File: config.mk
export PLATFORM = sky130hd
export DESIGN_NAME = fpu_mult_pipe
export DESIGN_NICKNAME = d
export VERILOG_FILES = /design/src/rtl/fpu_mult_pipe.sv
export SDC_FILE = /design/constraint.sdc
export NUM_CORES = 2
export LEC_CHECK = 0
export BUFFER_PORTS_ARGS = -buffer_cell sky130_fd_sc_hd__buf_2
export CORE_MARGIN = 2
export CORE_UTILIZATION = 39
export CTS_CLUSTER_SIZE = 14
export DETAILED_ROUTE_END_ITERATION = 8
export HOLD_SLACK_MARGIN = 0.15
export PLACE_DENSITY = 0.57
export SLEW_MARGIN = 40
export SYNTH_ARGS = -nofsm -noshare
export SYNTH_HDL_FRONTEND = slang
export SYNTH_SLANG_ARGS = --single-unit
export TNS_END_PERCENT = 5
File: constraint.sdc
create_clock -name clk -period 2.73 [get_ports clk]
set_clock_uncertainty 0.2 [all_clocks]
set_input_delay 0.4095 -clock clk [delete_from_list [all_inputs] [get_ports clk]]
set_output_delay 0.4095 -clock clk [all_outputs]
set_load 0.1 [all_outputs]
File: src/rtl/fpu_mult_pipe.sv
// Pipelined FP multiplier: unrounded {sign, exp, frac, g, r, s} result, valid/ready handshake.
// Define FPU_MULT_FLAGS_EN to add the pipelined {invalid, overflow, underflow} flags port.
`timescale 1ns/1ps

module fpu_mult_core #(
    parameter int EXP_W = 8,
    parameter int MAN_W = 23
) (
    input  logic [EXP_W+MAN_W:0]   opa,
    input  logic [EXP_W+MAN_W:0]   opb,
    output logic [EXP_W+MAN_W+3:0] res,
    output logic [2:0]             flg
);
    localparam int               PW       = 2*MAN_W + 2;
    localparam logic [EXP_W-1:0] EXP_ONES = '1;
    localparam logic [EXP_W+1:0] BIAS_X   = {3'b000, {(EXP_W-1){1'b1}}};
    localparam logic [EXP_W+1:0] EMAX_X   = {2'b00, EXP_ONES};

    logic             sa, sb, sgn;
    logic [EXP_W-1:0] ea, eb;
    logic [MAN_W-1:0] fa, fb;

    assign {sa, ea, fa} = opa;
    assign {sb, eb, fb} = opb;
    assign sgn = sa ^ sb;

    // exponent field 0 is zero regardless of fraction (subnormals flushed)
    logic a_zero, b_zero, a_inf, b_inf, a_nan, b_nan, inv_op, nan_res;
    assign a_zero  = (ea == '0);
    assign b_zero  = (eb == '0);
    assign a_inf   = (ea == EXP_ONES) && (fa == '0);
    assign b_inf   = (eb == EXP_ONES) && (fb == '0);
    assign a_nan   = (ea == EXP_ONES) && (fa != '0);
    assign b_nan   = (eb == EXP_ONES) && (fb != '0);
    assign inv_op  = (a_inf & b_zero) | (b_inf & a_zero);
    assign nan_res = a_nan | b_nan | inv_op;

    logic [PW-1:0] ma, mb, p, pn;
    logic          n, shout, unused_hi;

    assign ma        = {{(MAN_W+1){1'b0}}, 1'b1, fa};
    assign mb        = {{(MAN_W+1){1'b0}}, 1'b1, fb};
    assign p         = ma * mb;
    assign n         = p[PW-1];
    assign pn        = n ? (p >> 1) : p;
    assign shout     = n & p[0];
    assign unused_hi = ^pn[PW-1:PW-2];

    // two extra bits keep the biased sum from wrapping in either direction
    logic [EXP_W+1:0] e;
    logic             ovf, unf;
    assign e   = {2'b00, ea} + {2'b00, eb} - BIAS_X + {{(EXP_W+1){1'b0}}, n};
    assign ovf = !e[EXP_W+1] && (e >= EMAX_X);
    assign unf = e[EXP_W+1] || (e == '0);

    always_comb begin
        res = '0;
        flg = '0;
        if (nan_res) begin
            res    = {1'b0, EXP_ONES, 1'b1, {(MAN_W+2){1'b0}}};
            flg[2] = inv_op | (a_nan & ~fa[MAN_W-1]) | (b_nan & ~fb[MAN_W-1]);
        end else if (a_inf | b_inf) begin
            res = {sgn, EXP_ONES, {(MAN_W+3){1'b0}}};
        end else if (a_zero | b_zero) begin
            res = {sgn, {(EXP_W+MAN_W+3){1'b0}}};
        end else if (ovf) begin
            res    = {sgn, EXP_ONES, {(MAN_W+3){1'b0}}};
            flg[1] = 1'b1;
        end else if (unf) begin
            res    = {sgn, {(EXP_W+MAN_W+3){1'b0}}};
            flg[0] = 1'b1;
        end else begin
            res = {sgn, e[EXP_W-1:0], pn[2*MAN_W-1:MAN_W], pn[MAN_W-1], pn[MAN_W-2],
                   (|pn[MAN_W-3:0]) | shout};
        end
    end
endmodule

module fpu_mult_pipe #(
    parameter int EXP_W  = 8,
    parameter int MAN_W  = 23,
    parameter int STAGES = 3,
    parameter int TAG_W  = 4
) (
    input  logic                   clk,
    input  logic                   rst_n,
    input  logic                   in_valid,
    output logic                   in_ready,
    input  logic [EXP_W+MAN_W:0]   opa,
    input  logic [EXP_W+MAN_W:0]   opb,
    input  logic [TAG_W-1:0]       in_tag,
    output logic                   out_valid,
    input  logic                   out_ready,
    output logic [EXP_W+MAN_W+3:0] out,
    output logic [TAG_W-1:0]       out_tag
`ifdef FPU_MULT_FLAGS_EN
    ,
    output logic [2:0]             flags
`endif
);
    localparam int RES_W = EXP_W + MAN_W + 4;

    typedef struct packed {
        logic [RES_W-1:0] res;
        logic [TAG_W-1:0] tag;
`ifdef FPU_MULT_FLAGS_EN
        logic [2:0]       flg;
`endif
    } stage_t;

    logic [RES_W-1:0] core_res;
    logic [2:0]       core_flg;

    fpu_mult_core #(.EXP_W(EXP_W), .MAN_W(MAN_W)) u_core (
        .opa (opa),
        .opb (opb),
        .res (core_res),
        .flg (core_flg)
    );

    stage_t              stg_in;
    stage_t [STAGES:1]   stg_q;
    stage_t [STAGES:0]   stg_pipe;
    logic   [STAGES:1]   vld_q;
    logic   [STAGES:0]   vld_pipe;
    logic                en;

`ifdef FPU_MULT_FLAGS_EN
    assign stg_in = {core_res, in_tag, core_flg};
`else
    logic [2:0] unused_flg;
    assign unused_flg = core_flg;
    assign stg_in     = {core_res, in_tag};
`endif

    assign vld_pipe = {vld_q, in_valid};
    assign stg_pipe = {stg_q, stg_in};
    assign en       = !vld_q[STAGES] || out_ready;
    assign in_ready = en;

    // one global enable: the whole pipe advances or the whole pipe holds
    always_ff @(posedge clk or negedge rst_n) begin
        if (!rst_n) begin
            vld_q <= '0;
            stg_q <= '0;
        end else if (en) begin
            for (int s = 1; s <= STAGES; s++) begin
                vld_q[s] <= vld_pipe[s-1];
                if (vld_pipe[s-1]) stg_q[s] <= stg_pipe[s-1];
            end
        end
    end

    assign out_valid = vld_q[STAGES];
    assign out       = stg_q[STAGES].res;
    assign out_tag   = stg_q[STAGES].tag;
`ifdef FPU_MULT_FLAGS_EN
    assign flags     = stg_q[STAGES].flg;
`endif
endmodule

---- Yosys cells after proc, flatten, opt, wreduce, memory -nomap -nowiden ----
Index checks and enable logic that the tools add are counted.
operators by class
  add/sub/neg operators ................... 3
  $mul .................................... 1
  $lt $le $gt $ge ......................... 1
  eq/ne operators ......................... 2
  muxes and demuxes ....................... 6
  bitwise operators ....................... 10
  reduce and logical (&&, ||, !) cells .... 20
operator list
  cell                                                  number
  two-way mux 34 bit                                    4
  multiplier 24 x 24 -> 48 bit                          1
  logical NOT 23 bit                                    2
  two-way mux 46 bit                                    1
  nonzero test 23 bit                                   2
  two-way mux 35 bit                                    1
  OR reduction 21 bit                                   1
  == test 8 bit, second input constant                  2
  logical NOT 8 bit                                     2
  adder 10 x 1 -> 10 bit                                1
  >= comparator 10 x 8 -> 1 bit, second input constant  1
  logical NOT 10 bit                                    1
  subtractor 10 x 7 -> 10 bit, second input constant    1
  adder 8 x 8 -> 9 bit                                  1
  OR 1 bit                                              6
  AND reduction 2 bit                                   3
  logical AND 1 bit                                     5
  bitwise AND 1 bit                                     3
  logical NOT 1 bit                                     2
  logical OR 1 bit                                      2
  XOR 1 bit                                             1
word-level totals
  register bits ........................... 120
  bits of input ports ..................... 72
  output and inout port bits .............. 41
  logic and storage cells ................. 50

---- Longest topological paths before layout ----
  depth in word-level cells ............... 10
  gate-level depth with buffers ........... 40
  gate-level depth less buffers ........... 37

---- By module ----
A second synthesis with hierarchy kept.
unflattened totals
  cell total of the unflattened synthesis .. 2,643
  area, all modules ....................... 25,029.0 sq um
modules (own cells, without submodules)
  module         instances  cells an instance  area each (sq um)
  fpu_mult_core  1          2,345              20,219.4
  fpu_mult_pipe  1          298                4,809.6

---- Least setup slack after synthesis ----
OpenSTA, ideal clock, no wires.
  path type ............................... input port to flip-flop
  start ................................... input opa[20]
  end ..................................... register stg_q (netlist bit stg_pipe[68])
  setup time .............................. 126 ps
  data arrival time ....................... 8,631 ps
  required time ........................... 2,404 ps
  slack ................................... -6,227 ps
  stages on the path ...................... 38
  path buffers ............................ 3
  path through ............................ clkbuf_1 nand2_1 fa_1 inv_1 fa_1 inv_1 fa_1 inv_1 fa_1 fa_1 fa_1 inv_1 fa_1 inv_1 ha_1 clkbuf_1 a21oi_1 o21ai_1 [... 2 more ...] o21a_1 o41a_1 mux2i_1 and2_1 inv_2 buf_2 ha_1 inv_1 ha_1 and2_1 nand2_1 a211o_1 nor4_1 o221ai_2 nand4_2 nor2_1 and3_1 a311o_1
between the ends
  word-level cells in the longest chain between the ends .. 9
  elaborated cells on any way between the ends .. 22
  classes of those cells .................. add/sub (1); mul (1); order compare (1); mux (6); bitwise (5); reduce/logical (8)
ends and longest elaborated chain
  item                                                                  RTL line  source
  start: declaration                                                    89        input logic [EXP_W+MAN_W:0] opa,
  branches (longest 8 deep; another with multiplier 24 x 24 -> 48 bit)  n/a
  two-way mux 35 bit *                                                  59        if (nan_res) begin
  end signal: indexed assignment                                        149       if (vld_pipe[s-1]) stg_q[s] <= stg_pipe[s-1];
  end: declaration                                                      122       stage_t [STAGES:1] stg_q;
Every way passes the cells marked *.
A chain may end at the register's enable or synchronous reset.

---- Worst setup path after layout ----
  start ................................... input opa[19]
  end ..................................... register stg_q (netlist bit stg_pipe[68])
Same word-level chain as after synthesis.

==> results.py <==
metrics = {
    "status": {
        "outcome": "finished with violations",
        "violations": "setup timing",
    },
    "die": {
        "fp.coreArea_um2": 62700,
        "start_util_pct": 39.2,
        "fp.dieH_um": 255,
        "ios": 113,
        "die_w_um": 255,
        "rows": 92,
        "dieArea_um2": 65100,
    },
    "layout": {
        "antenna_cells": 0,
        "regArea_um2": 3000,
        "final.fill_count": 5996,
        "multiInputGateArea_um2": 19000,
        "num-nets-final": 3752,
        "drive_above_1_share_pct": 23.7,
        "area_growth_pct": 21.3,
        "fin_util_pct": 47.5,
        "stdcell_area_um2": 29800,
    },
    "clock_tree": {
        "cts_tree": "done",
        "cts_made_buffers": 17,
        "clk_pin_slew_ns": 0.06,
        "worstSkewPairLatency_ns": 0.41,
        "clkSinkCount": 120,
        "htreeDepth": 4,
        "clock_path_buffers": 2,
        "cts_root_buffer": "clkbuf_16",
    },
    "timing": {
        "finalCriticalPeriod_ns": 8.25,
        "whs_ns": 0.206,
        "min_period_over_period_pct": 302,
        "worst_slew_pin_slew_ns": 0.729,
        "drv_slew": 0,
        "max_slew_margin_pct": 51.4,
        "timing.fmax_mhz": 121,
        "final_hold_viol_count": 0,
        "rsz0062_at_grt": "true",
        "finalWorstSetupSlack_ns": -5.52,
        "setup_violations": 34,
    },
    "grt": {
        "grt_max_degree": 57,
        "antenna_found_initial": 1,
        "first_global_vias": 20500,
        "overflow": 0,
        "grt_pass1_wl_mm": 112,
        "gr-usage-all-layers_pct": 22.1,
    },
    "routing": {
        "drtIter0Drc": 1065,
        "totalWireLength_mm": 69.2,
        "dr.pass1.iters": 5,
        "vias_per_cell": 4.89,
        "drc": 0,
        "postRouteAntennaNets": 0,
        "vias": 18900,
        "wl_per_cell_um": 17.9,
    },
    "yosys": {
        "avgSynthCellArea_um2": 9.33,
        "mappedNetlistArea_um2": 24600,
        "async_flop_share_pct": 100,
        "synth_enable_flop_cells": 0,
        "yosysTopAreaCell": "fa_1",
        "yosysWarningCount": 0,
        "yosysUniqueCellTypes": 73,
        "syn_nets": 3373,
        "yosysSeqAreaShare_pct": 12.2,
        "synth.top_cell.area_share_pct": 39.3,
        "yosys-top-cells-area": "fa_1 (39%), dfrtp_1 (12%), ha_1 (9.3%)",
        "synth_seq_cells": 120,
        "synth_flop_cell": "dfrtp_1",
        "synthCells": 2635,
    },
    "critical_path": {
        "endpoint_kind": "flip-flop",
        "cp_common_cell": "fa_1",
        "crit_start": "opa[19]",
        "crit_type": "in -> reg",
        "path_max_fanout": 13,
        "worstSetupStartpointType": "input pin",
        "cp_data_arrival_time_ns": 8.33,
        "slowest_delay_ns": 0.57,
        "crit_slowest_cell": "fa_1",
        "rr_startpoint": "vld_q[3]$_DFFE_PN0N_",
        "worstPathRequired_ns": 2.81,
    },
    "place": {
        "io_buffers": 112,
        "dp_hpwl_mm": 61.0,
        "routabilityCongestion": 0.928,
        "place_area_um2": 28800,
    },
    "flow_run": {
        "max-cap-violations": 0,
    },
    "hold_path": {
        "hp-class": "in -> reg",
        "hold_path.startpoint": "out_ready",
    },
}
final timing paths:
path | to | slack (ns) | cells past startpoint
min in group asynchronous | out_tag[3]$_DFFE_PN0P_ | 0.40 | 2
setup / recovery | stg_pipe[68]$_DFFE_PN0P_ | -5.52 | 33
max in group asynchronous | stg_pipe[85]$_DFFE_PN0P_ | 1.22 | 3
hold reg to reg | stg_pipe[61]$_DFFE_PN0P_ | 0.28 | 2
hold / removal | vld_q[3]$_DFFE_PN0N_ | 0.21 | 3
setup reg to reg | stg_pipe[47]$_DFFE_PN0P_ | 0.73 | 5
cells in the final DEF, fill, tap and decap left out, types with 8 or more instances in the layout:
| master | synthesis | routed |
|---|---|---|
| nand2_1 | 341 | 337 |
| buf_2 | 4 | 89 |
| ha_1 | 183 | 170 |
| nand4_1 | 20 | 20 |
| xor2_1 | 17 | 17 |
| o21ai_1 | 26 | 30 |
| clkbuf_16 | 0 | 17 |
| ha_4 | 0 | 12 |
| fa_2 | 0 | 12 |
| mux2i_1 | 21 | 21 |
| nor2_1 | 66 | 63 |
| inv_1 | 570 | 560 |
| xnor2_1 | 34 | 34 |
| buf_12 | 0 | 16 |
| buf_4 | 39 | 392 |
| a21o_1 | 18 | 18 |
| nor4_1 | 19 | 18 |
| and2_4 | 0 | 10 |
| buf_6 | 1 | 14 |
| fa_1 | 483 | 471 |
| o21ai_0 | 29 | 23 |
| mux2_2 | 83 | 83 |
| a21oi_1 | 60 | 56 |
| and2_1 | 228 | 218 |
| o211ai_1 | 10 | 10 |
| dfrtp_1 | 120 | 120 |
| nand3_1 | 15 | 14 |
| inv_2 | 1 | 8 |
| nor3_1 | 12 | 12 |
| and3_1 | 9 | 9 |
area by class of cell:
class                           count  share of cell area (%)
Tap cell                          846                    3.55
Sequential cell                   120                    10.1
Inverter                          574                    7.27
Multi-Input combinational cell   1779                    63.7
Clock inverter                     15                   0.642
Clock buffer                       17                    1.43
Timing Repair Buffer              522                    13.3
sequential cells by signal, summed over array words and instances (netlist names):
name / flops
out_tag: 4
stg_pipe: 78
vld_q: 3
out: 35
through the flow:
step | std cells | TNS, ns | setup slack, ns
detailed placement | 3828 | -206.69 | -6.19
floorplan | 2635 | -217.24 | -5.74
global placement | 3828 | -202.82 | -6.08
finish | 3873 | -182.02 | -5.52
global route | 3873 | -190.84 | -5.77
CTS | 3872 | -182.63 | -5.47
synthesized netlist by cell type, types with 4 or more instances:
cell type / instances
nor3b_1: 4
a221o_1: 4
a21o_1: 18
inv_1: 570
ha_1: 183
a221oi_1: 4
nor2b_1: 5
buf_2: 4
a211oi_1: 5
dfrtp_1: 120
nor4_1: 19
o211ai_1: 10
nor2_1: 66
and3_1: 9
a21oi_1: 60
o21ai_0: 29
xnor2_1: 34
nand2b_1: 5
and2_1: 228
nand4_1: 20
a211o_1: 4
mux2i_1: 21
xor2_1: 17
buf_4: 39
nand3_1: 15
o21ai_1: 26
o21a_1: 5
mux2_2: 83
a31oi_1: 9
clkbuf_1: 116
o21bai_1: 5
nor3_1: 12
nand2_1: 341
fa_1: 483
worst max-delay path, delay by kind of cell:
family                     cells  cell delay, ns
AOI/OAI and AO/OA              4            1.22
buffers and inverters          8            0.94
muxes                          1            0.23
and+or+nand+nor               10            1.58
adders and majority gates     10            3.93
cell families after synthesis:
logic type      synth area share, %
compound gates                 5.86
xor+xnor                       1.82
fa+ha+maj                      48.6
buf+inv                        11.9
flops                          12.2
mux                            4.66
simple gates                   14.9
what timing repair did:
| action | in CTS | in global routing |
|---|---|---|
| gates resized for setup | 45 | 37 |
| endpoints found under the setup margin | 34 | 34 |
| hold endpoints to repair | 58 | 0 |
| hold buffers | 7 | 0 |
| pin swaps | 9 | 8 |
| setup buffers | 5 | 1 |
layer usage:
| layer | vias to the layer above | GRT usage (%) | share of wire [%] |
|---|---|---|---|
| li1 | 8744 | - | - |
| met1 | 9677 | 30.6 | 45 |
| met2 | 459 | 37.5 | 48 |
| met3 | 67 | 1.70 | 4.5 |
| met4 | 2 | 5.68 | 2.5 |
| met5 | - | 0 | 0.016 |
Power is left out: the tool's default activity adds up to more than one toggle a clock period on the data nets, which glitch-free logic cannot reach.
